**src/rtl/cpu_pkg.sv**
```systemverilog
// rtl/cpu_pkg.sv - shared opcode map, default widths and instruction field positions
package cpu_pkg;

  localparam int DEF_DW = 8;
  localparam int DEF_AW = 5;
  localparam int DEF_IW = 8;

  // Opcode occupies the top three instruction bits; operand the low AW bits
  localparam int OP_W = 3;

  typedef enum logic [OP_W-1:0] {
    OP_HLT = 3'd0,
    OP_SKZ = 3'd1,
    OP_ADD = 3'd2,
    OP_AND = 3'd3,
    OP_XOR = 3'd4,
    OP_LDA = 3'd5,
    OP_STO = 3'd6,
    OP_JMP = 3'd7
  } opcode_e;

endpackage

```
**src/rtl/cpu_alu.sv**
```systemverilog
// rtl/cpu_alu.sv - combinational accumulator ALU
module cpu_alu
  import cpu_pkg::*;
#(
  parameter int DW = DEF_DW
) (
  input  opcode_e       opcode,
  input  logic [DW-1:0] acc,
  input  logic [DW-1:0] da_rdata,
  output logic [DW-1:0] result
);

  // Arithmetic/logic result; non-ALU opcodes pass the accumulator through
  always_comb begin
    result = acc;
    case (opcode)
      OP_ADD:  result = acc + da_rdata;
      OP_AND:  result = acc & da_rdata;
      OP_XOR:  result = acc ^ da_rdata;
      default: result = acc;
    endcase
  end

endmodule

```
**src/rtl/cpu_datapath.sv**
```systemverilog
// rtl/cpu_datapath.sv - CPU datapath: pc, ir, accumulator, zero flag, halt latch
module cpu_datapath
  import cpu_pkg::*;
#(
  parameter int DW = DEF_DW,
  parameter int AW = DEF_AW,
  parameter int IW = DEF_IW
) (
  input  logic          clk,
  input  logic          rst,
  input  logic          pc_load,
  input  logic          pc_en,
  input  logic          halt,
  input  logic          accumulator_load,
  input  logic          accumulator_control,
  input  logic          memIns_en,
  input  logic          memDa_en,
  input  logic          memDa_we,
  output logic [2:0]    opcode,
  output logic [AW-1:0] ins_addr,
  input  logic [IW-1:0] ins_rdata,
  output logic [AW-1:0] da_addr,
  output logic          da_en,
  output logic          da_we,
  output logic [DW-1:0] da_wdata,
  input  logic [DW-1:0] da_rdata,
  output logic [DW-1:0] acc,
  output logic          zero,
  output logic          halted
);

  logic [AW-1:0] pc;
  logic [IW-1:0] ir;
  logic          ins_en_q;
  opcode_e       op;
  logic [DW-1:0] alu_result;
  logic [DW-1:0] acc_next;
  logic [AW-1:0] pc_next;
  logic          fetch_edge;

  assign op         = opcode_e'(ir[IW-1 -: OP_W]);
  assign opcode     = ir[IW-1 -: OP_W];
  assign ins_addr   = pc;
  assign da_addr    = ir[AW-1:0];
  assign da_en      = memDa_en;
  assign da_we      = memDa_we & ~halted;
  assign da_wdata   = acc;
  // IR loads only on the rising edge of the fetch enable, never on a held level
  assign fetch_edge = memIns_en & ~ins_en_q;

  cpu_alu #(.DW(DW)) u_alu (
    .opcode   (op),
    .acc      (acc),
    .da_rdata (da_rdata),
    .result   (alu_result)
  );

  // Accumulator source: memory load or ALU result
  always_comb begin
    acc_next = accumulator_control ? da_rdata : alu_result;
  end

  // PC next value: JMP beats SKZ beats plain advance; all arithmetic wraps
  always_comb begin
    pc_next = pc;
    if (pc_load && op == OP_JMP) begin
      pc_next = ir[AW-1:0];
    end else if (pc_load && op == OP_SKZ) begin
      pc_next = pc + (zero ? AW'(2) : AW'(1));
    end else if (pc_en) begin
      pc_next = pc + AW'(1);
    end
  end

  // Architectural registers; halted freezes pc/ir/acc from the cycle after halt
  always_ff @(posedge clk or negedge rst) begin
    if (!rst) begin
      pc       <= '0;
      ir       <= '0;
      acc      <= '0;
      zero     <= 1'b1;
      halted   <= 1'b0;
      ins_en_q <= 1'b0;
    end else begin
      ins_en_q <= memIns_en;
      if (halt) begin
        halted <= 1'b1;
      end
      if (!halted) begin
        pc <= pc_next;
        if (fetch_edge) begin
          ir <= ins_rdata;
        end
        if (accumulator_load) begin
          acc  <= acc_next;
          zero <= (acc_next == '0);
        end
      end
    end
  end

endmodule

```
**config.mk**
```make
export PLATFORM = sky130hd
export DESIGN_NAME = cpu_datapath
export DESIGN_NICKNAME = d
export VERILOG_FILES = /design/src/rtl/cpu_pkg.sv /design/src/rtl/cpu_alu.sv /design/src/rtl/cpu_datapath.sv
export SDC_FILE = /design/constraint.sdc
export NUM_CORES = 1
export LEC_CHECK = 0
export ABC_AREA = 1
export BUFFER_PORTS_ARGS = -buffer_cell sky130_fd_sc_hd__buf_2
export CORE_MARGIN = 1.5
export CORE_UTILIZATION = 57
export CTS_BUF_LIST = sky130_fd_sc_hd__clkbuf_8
export CTS_CLUSTER_SIZE = 8
export DETAILED_ROUTE_END_ITERATION = 10
export GPL_TIMING_DRIVEN = 0
export PLACE_DENSITY = 0.89
export RECOVER_POWER = 100
export SYNTH_ARGS = -nofsm -noshare
export SYNTH_HDL_FRONTEND = slang
export SYNTH_SLANG_ARGS = --single-unit
```
**constraint.sdc**
```tcl
create_clock -name clk -period 5.7 [get_ports clk]
set_clock_uncertainty 0.2 [all_clocks]
set_input_delay 1.14 -clock clk [delete_from_list [all_inputs] [get_ports clk]]
set_output_delay 1.14 -clock clk [all_outputs]
set_load 0.02 [all_outputs]
```
# After elaboration in Yosys (flattened, before gate mapping)

Cells that the tools add are included.

Bits in read-only memories: 0
Output and inout bits: 33
Memories kept: 0
Bits in latches: 0
Flip-flop bits (word level): 24
Word-level logic and storage cells: 33
Input port bits: 26
Memory bits (writable): 0

Magnitude comparators: 0
Shift-type cells: 0
$add $sub $neg: 3
Reduce and logical (&&, ||, !) cells: 7
Equal/unequal tests: 5
Multiplexer cells: 6
Bitwise gates (word level): 6
Multiply operators: 0
Divide/modulo/power cells: 0

Operators with widths:

| kind                                                            | number |
|---|---|
| 8-bit case mux with 3 select lines                              | 1 |
| 5-bit 2-to-1 mux                                                | 3 |
| 8-bit adder                                                     | 1 |
| 8-bit AND                                                       | 1 |
| 8-bit logical NOT                                               | 1 |
| 8-bit 2-to-1 mux                                                | 1 |
| 8-bit bitwise XOR                                               | 1 |
| 3-bit by 2-bit == test with 1-bit output, second input constant | 2 |
| 3-bit == test, second input constant                            | 2 |
| 2-bit AND reduction                                             | 3 |
| 5-bit by 1-bit adder with 5-bit output, second input constant   | 1 |
| 5-bit by 2-bit adder with 5-bit output                          | 1 |
| 3-bit by 1-bit == test with 1-bit output, second input constant | 1 |
| 3-bit nonzero test                                              | 1 |
| 1-bit AND                                                       | 2 |
| 1-bit logical AND                                               | 2 |
| 2-bit 2-to-1 mux                                                | 1 |
| 1-bit inverter                                                  | 2 |

# Longest topological paths before layout

Gate-level depths: netlist of the first run.

Depth in word-level cells: 4
Mapped depth: 15
Depth with buffers taken out: 15

# Cells and area by module

Synthesis of the first run repeated with hierarchy kept, for this count alone.

Cell total of the unflattened synthesis: 278
Area total of the unflattened synthesis: 1915.6 µm²

Modules (own cells, without submodules):

| module       | cells an instance | instances | area an instance (µm²) | seq. area each (µm²) |
|---|---|---|---|---|
| cpu_datapath | 163               | 1         | 1312.5                 | 601.8 |
| cpu_alu      | 115               | 1         | 603.1                  | 0.0 |

# Worst setup path after synthesis of the first run

No wires, ideal clock.

Path kind: input port to flip-flop
Start: input port pc_load
End: register pc[4] (netlist: ins_addr[4])
Slack: 2870 ps
Stages on the path: 10
Data required time: 5424 ps
Setup time: 76 ps
Buffers on the path: 0
Arrival: 2553 ps
Path through: nand2_1 > nor3_1 > nand2_1 > ha_1 > inv_1 > fa_1 > nor3_1 > xor2_1 > nor2_1 > o21ai_1

Longest elaborated chain between the ends: 3
Elaborated cells between the ends (all ways): 6
Classes of those cells: 2 x mux; 4 x reduce/logical

Ends and longest elaborated chain:

| item                                                                     | line                                   | text |
|---|---|---|
| start, declared                                                          | cpu_datapath.sv:11                     | `input logic pc_load,` |
| 1-bit logical AND, on equally long branches                              | cpu_datapath.sv:66, cpu_datapath.sv:68 |  |
| 3-bit nonzero test (no source line) or 5-bit 2-to-1 mux (tied branches)  | -                                      |  |
| 2-bit AND reduction (no source line) or 5-bit 2-to-1 mux (tied branches) | -                                      |  |
| end signal, assigned                                                     | cpu_datapath.sv:90                     | `pc <= pc_next;` |
| end, declared                                                            | cpu_datapath.sv:32                     | `logic [AW-1:0] pc;` |

Parallel ways exist; a longest one is shown, timed or not.
A chain may end at the register's enable or synchronous reset.

# Final worst setup path of the first run

Start: input port da_rdata[0]
End: register zero

Longest elaborated chain between the ends: 4
Elaborated cells between the ends (all ways): 6
Classes of those cells: 1 x add/sub; 2 x mux; 2 x bitwise; 1 x reduce/logical

Ends and longest elaborated chain:

| item                                | line               | text |
|---|---|---|
| start, declared                     | cpu_datapath.sv:26 | `input logic [DW-1:0] da_rdata,` |
| 8-bit adder (tied with other cells) | cpu_alu.sv:17      | `OP_ADD: result = acc + da_rdata;` |
| 8-bit case mux with 3 select lines  | cpu_alu.sv:16      | `case (opcode)` |
| 8-bit 2-to-1 mux (*)                | cpu_datapath.sv:60 | `acc_next = accumulator_control ? da_rdata : alu_result;` |
| 8-bit logical NOT (*)               | cpu_datapath.sv:96 | `zero <= (acc_next == '0);` |
| end signal, assigned                | cpu_datapath.sv:96 |  |
| end, declared                       | cpu_datapath.sv:28 | `output logic zero,` |

Every way passes the cells marked *; elsewhere a longest branch is shown, timed or not.

==> out/metrics.csv, run 1 <==
metric,value,unit
syn_inst,264,
status,"complete, no violations",
p_leak,1.17,nW
worstSetupPathType,primary input to register,
critPathMaxFanout,4,
sw_frac_of_total,38.3,%
std_cell_rows,20,
die_width,61.0,um
drt_iter0_markers,146,
cts_resized,0,
start_util,61.2,%
seqPwrFrac,41.6,%
clkPwrFrac,21.1,%
fp.dieH,61.0,um
clk-insertion-delay-late,0.27,ns
grt_max_degree,25,
fin_util,72.0,%
ys_ff_latch,24,
avgViaCountPerCell,5.27,
cts_buffer_depth,2,
ys_seq_area_share,31.4,%
met2_wirelength,2.13,mm
rsz0062_at_grt,false,
finalCritPeriodShare,51.9,%
pin_count,59,
switchingPower,0.186,mW
dr_total_vias,1944,
wl_per_cell,12.1,um
portBuffers,57,
layout_setup_ws,2.74,ns
syn_avg_cell_area,7.25,um^2
layout.nets,364,
crit_family,simple AND/OR/NAND/NOR gates,
grt_pass1_vias,1758,
cp_slowest_cell,fa_1,
synthTopCellsByArea,"dfrtp_1 (30%), nand2_1 (13%), ha_1 (6.5%)",
postCtsSetupBuffers,0,
synth.cell_area,0.00191,mm^2
core_area,0.00313,mm^2
cts_root_buf,clkbuf_8,
postCtsHoldBufs,0,
cts_made_buffers,3,
antenna_left,0,
ir_drop,0.164,mV
start_kind,primary input,
tightest_slew,1.26,ns
cpMostUsedCell,nand2_1,
fin_hold_ws,0.300,ns
hold_viol_final,0,
synth-main-ff-cell,dfrtp_1,
p_per_area,216,mW/mm^2
cp.arrival,2.97,ns
fill_cells,288,
relSlewSlack,15.9,%
htreeDepth,1,
finalSetupViolCount,0,
grt_util_all_layers,27.1,%
antenna_found_initial,0,
cts.sinks,24,
netlist.area_leader.share,30.1,%
synth_enable_flop_cells,0,
dr_wl_met3,243,um
synth_fp_nets,302,
firstDrtPassIters,4,
pre_cts_ws,2.63,ns
highest_layer,met4,
ys_types,36,
max_freq,338,MHz
dp_cells,365,
placed_area,0.00225,mm^2
wl_met1,2.06,mm
crit_path_max_incr_delay,0.40,ns
finish.instance_area,0.00225,mm^2
cp_data_required_time,5.71,ns
max_cap_violations,0,
totalWireLength,4.48,mm
worstPathBufferInverterCount,1,
crit_path_cell_trace,clkbuf_1 -> ha_1 -> fa_1 -> nand2_1 -> nand2_1 -> nand2_1 -> nand2_1 -> nand3_1 -> nand2_1 -> a21boi_0 -> nand2_1 -> nor2_1 -> nand3_1 -> nand2_1,
hold_class,register to register,
synth_top_cell_by_area,dfrtp_1,
overflow,0,
critPathCaptureType,register,
drc_errors,0,
drive_gt1_share,19.7,%
area_growth,17.7,%
report.final.slew_viol_count,0,
place_hpwl,3.56,mm
power_frac_comb,37.3,%
clk_pin_slew,0.08,ns
period_needed,2.96,ns
total_power,0.487,mW
p_int,0.301,mW
gp_congestion,0.876,
synthArstFlopShare,100,%
grt_pass1_wl,7.60,mm
yosysWarnings,0,
die_area,0.00371,mm^2
final_cell_count_no_fill,369,
fin_tns_setup,0,ns
cts_tree,built,
diodes,0,
## tightest hold or removal path, stage by stage (launching register included)
cell	delay [ns]
dfstp_2	0.39
nand2_1	0.06
nand2_1	0.05
## cell families after synthesis
| kind of cell | share of synthesized area [%] |
|---|---|
| mux | 2.94 |
| compound gates | 11.3 |
| fa+ha+maj | 8.63 |
| flops | 31.4 |
| xor+xnor | 0.915 |
| simple gates | 33.7 |
| buf+inv | 11.1 |
## sequential cells by signal, indices dropped and copies added, names as in the netlist
| name | count |
|---|---|
| acc | 8 |
| halted | 1 |
| ins_addr | 5 |
| ins_en_q | 1 |
| ir | 8 |
| zero | 1 |
## cell usage in the layout (no fill, tap or decap), types with 7 or more instances in the layout
master / instances
buf_4: 7
nand2_1: 68
ha_1: 10
clkbuf_1: 35
nor2_1: 32
buf_2: 24
nand3_1: 17
dfrtp_1: 23
inv_1: 26
o21ai_0: 14
a21oi_1: 12
## metal layers
metal	GRT usage, %	vias up
li1	-	975
met2	45.2	64
met3	2.13	5
met4	6.52	0
met1	38.6	900
met5	0	-
## cell usage after synthesis, types with 4 or more instances
cell type	instances
or2_2	5
o21ai_0	12
dfrtp_1	23
a21oi_1	12
buf_4	9
nand2_1	68
nor2_1	32
nand3_1	17
mux2_2	5
ha_1	10
nand4_1	4
inv_1	25
## power by group through the flow
stage | sequential (mW) | clock (mW) | combinational (mW)
2_1_floorplan | 0.221 | 0 | 0.114
3_3_place_gp | 0.205 | 0 | 0.181
3_5_place_dp | 0.206 | 0 | 0.186
4_1_cts | 0.202 | 0.103 | 0.188
5_1_grt | 0.205 | 0.111 | 0.205
6_report | 0.203 | 0.103 | 0.182
## area by class of cell
class	instances	area, um^2	share of cell area (%)
buffer	13	98.8	4.39
clock buffer	3	41.3	1.83
clock inverter	1	3.75	0.167
inverter	30	114	5.05
multi-input combinational	197	1100	48.6
sequential	24	602	26.7
tap	44	55.1	2.44
timing repair buffer	57	243	10.8
## worst paths after layout
check                      slack (ns)           to  cells past startpoint         from
max in group asynchronous        3.64       acc[6]                      1          rst
setup reg to reg                 3.24  ins_addr[4]                      8        ir[5]
hold reg to reg                  0.30         zero                      2         zero
setup / recovery                 2.74         zero                     14  da_rdata[0]
min in group asynchronous        0.92        ir[3]                      1          rst
hold / removal                   0.30         zero                      2         zero
(Power assumes the default switching activity.)
==> run 2: changes to the inputs <==
CORE_UTILIZATION = 53   (was 57)
PLACE_DENSITY = 0.83   (was 0.89)
clock period = 3 ns   (was 5.7 ns; I/O delays follow)
==> run 2 against run 1 <==
Net effect: via count decreased by 2.5%; clock power increased by 80%; largest cell class unchanged; highest routed layer unchanged; critical path depth decreased by 6; worst hold slack got worse by 0.039 ns; critical endpoint is now ins_addr[4]; setup slack got worse by 2.2 ns; clock-buffer cell count unchanged; global-route usage decreased by 3.3 points; sequential power increased by 90%; core utilization decreased by 6.0 points; non-clock buffer count unchanged; register-to-register slack got worse by 2.7 ns.
==> out/metrics.csv, run 2 (synthesized netlist as in run 1, its figures left out) <==
metric,value,unit
status,"complete, no violations",
drc_errors,0,
postCtsHoldBufs,0,
p_int,0.571,mW
ir_drop,0.303,mV
hold_viol_final,0,
regArea,602,um^2
start_util,56.5,%
grt_pass1_vias,1767,
clkPwrFrac,20.3,%
cp_data_required_time,2.98,ns
area_growth,16.9,%
cts_tree,built,
tightest_slew,1.23,ns
crit_path_max_incr_delay,0.49,ns
finalSetupViolCount,0,
p_leak,1.18,nW
cts_buffer_depth,2,
total_power,0.912,mW
cts_root_buf,clkbuf_8,
pin_count,59,
fp.dieH,63.1,um
gp_congestion,0.900,
final_cell_count_no_fill,371,
grt_util_all_layers,23.9,%
postCtsSetupBuffers,0,
cts_resized,0,
portBuffers,57,
reg2reg_slack,0.51,ns
period_needed,2.49,ns
p_per_area,407,mW/mm^2
multi_input_area,0.00107,mm^2
grt_pass1_wl,7.71,mm
cp_slowest_cell,dfrtp_1,
critPathCaptureType,register,
crit_path_cell_trace,nand2_1 -> nor3_1 -> nand2_1 -> fa_1 -> nor3_1 -> xor2_1 -> nor2_1 -> o21ai_0,
r2r_end,ins_addr[4],
power_frac_comb,37.5,%
avgViaCountPerCell,5.11,
rsz0062_at_grt,false,
cts.sinks,24,
min_to,ins_en_q,
relSlewSlack,17.7,%
start_kind,register,
fin_tns_setup,0,ns
layout_commonest_cell,nand2_1,
clk_pin_slew,0.08,ns
hold_class,primary input to register,
die_area,0.00398,mm^2
r2r.worst_path.cells,8,
worstPathBufferInverterCount,0,
crit_family,simple AND/OR/NAND/NOR gates,
report.final.slew_viol_count,0,
overflow,0,
core_area,0.00339,mm^2
finish.instance_area,0.00224,mm^2
final_cell_mix,"nand2_1 (70), nor2_1 (34), clkbuf_1 (32)",
fill_cells,310,
antenna_left,0,
max_cap_violations,0,
dp_cells,367,
grt_max_degree,25,
r2r-start,ir[5],
dr_total_vias,1896,
wl_per_cell,12.1,um
std_cell_rows,21,
placed_area,0.00226,mm^2
die_width,63.1,um
firstDrtPassIters,4,
drt_iter0_markers,180,
switchingPower,0.341,mW
critPathMaxFanout,8,
totalWireLength,4.49,mm
cts_made_buffers,3,
htreeDepth,1,
seqPwrFrac,42.3,%
drive_gt1_share,19.4,%
antenna_found_initial,0,
hold_start,memIns_en,
layout.nets,364,
place_hpwl,3.61,mm
sw_frac_of_total,37.4,%
min_path_cells,1,
finalCritPeriodShare,83.1,%
cp.arrival,2.48,ns
worstSetupPathType,register to register,
clk-insertion-delay-late,0.26,ns
diodes,0,
max_freq,401,MHz
-- run 2: cell types whose count changed in the layout (fill, tap and decap cells not counted), sizes merged --
cell,delta
buf,+2
clkbuf,-2
-- run 2: through the flow --
| step | utilization, % | hold WS [ns] | worst slack, ns |
|---|---|---|---|
| after floorplan | - | 0.104 | 0.673 |
| final | 66.0 | 0.261 | 0.508 |
| after global routing | 66.0 | 0.254 | 0.352 |
| after detailed placement | 66.6 | 0.306 | 0.398 |
| after global placement | 66.6 | 0.286 | 0.431 |
| after CTS | 67.9 | 0.115 | 0.496 |
-- run 2: power by group through the flow --
stage / registers, mW / logic [mW] / clock network, mW
finish: 0.385 / 0.342 / 0.185
global route: 0.390 / 0.385 / 0.205
CTS: 0.385 / 0.356 / 0.192
detailed placement: 0.391 / 0.353 / 0
global placement: 0.390 / 0.346 / 0
floorplan: 0.420 / 0.216 / 0
-- run 2: how the worst max path moves through the flow --
| stage | startpoint | to | slack [ns] | cells after the start |
|---|---|---|---|---|
| 2_1_floorplan | ir[5] | ins_addr[4] | 0.67 | 8 |
| 3_3_place_gp | pc_load | ins_addr[4] | 0.43 | 9 |
| 3_5_place_dp | da_rdata[0] | zero | 0.40 | 14 |
| 4_1_cts | ir[5] | ins_addr[4] | 0.50 | 8 |
| 5_1_grt | ir[5] | zero | 0.35 | 11 |
| 6_report | ir[5] | ins_addr[4] | 0.51 | 8 |
-- run 2: per-layer routing --
layer / up-vias / global-route usage [%] / routed length (um)
met5: - / 0 / 0
met4: 0 / 8.06 / 48
met3: 4 / 3.21 / 301
met2: 71 / 39.9 / 2110
met1: 843 / 31.9 / 2030
li1: 978 / - / -
-- run 2: cell type report --
| cell class | instances | share of cell area, % |
|---|---|---|
| tap | 46 | 2.57 |
| clock inverter | 1 | 0.168 |
| multi-input combinational | 197 | 48.0 |
| sequential | 24 | 26.9 |
| timing repair buffer | 57 | 11.0 |
| inverter | 30 | 5.09 |
| buffer | 13 | 4.42 |
| clock buffer | 3 | 1.84 |
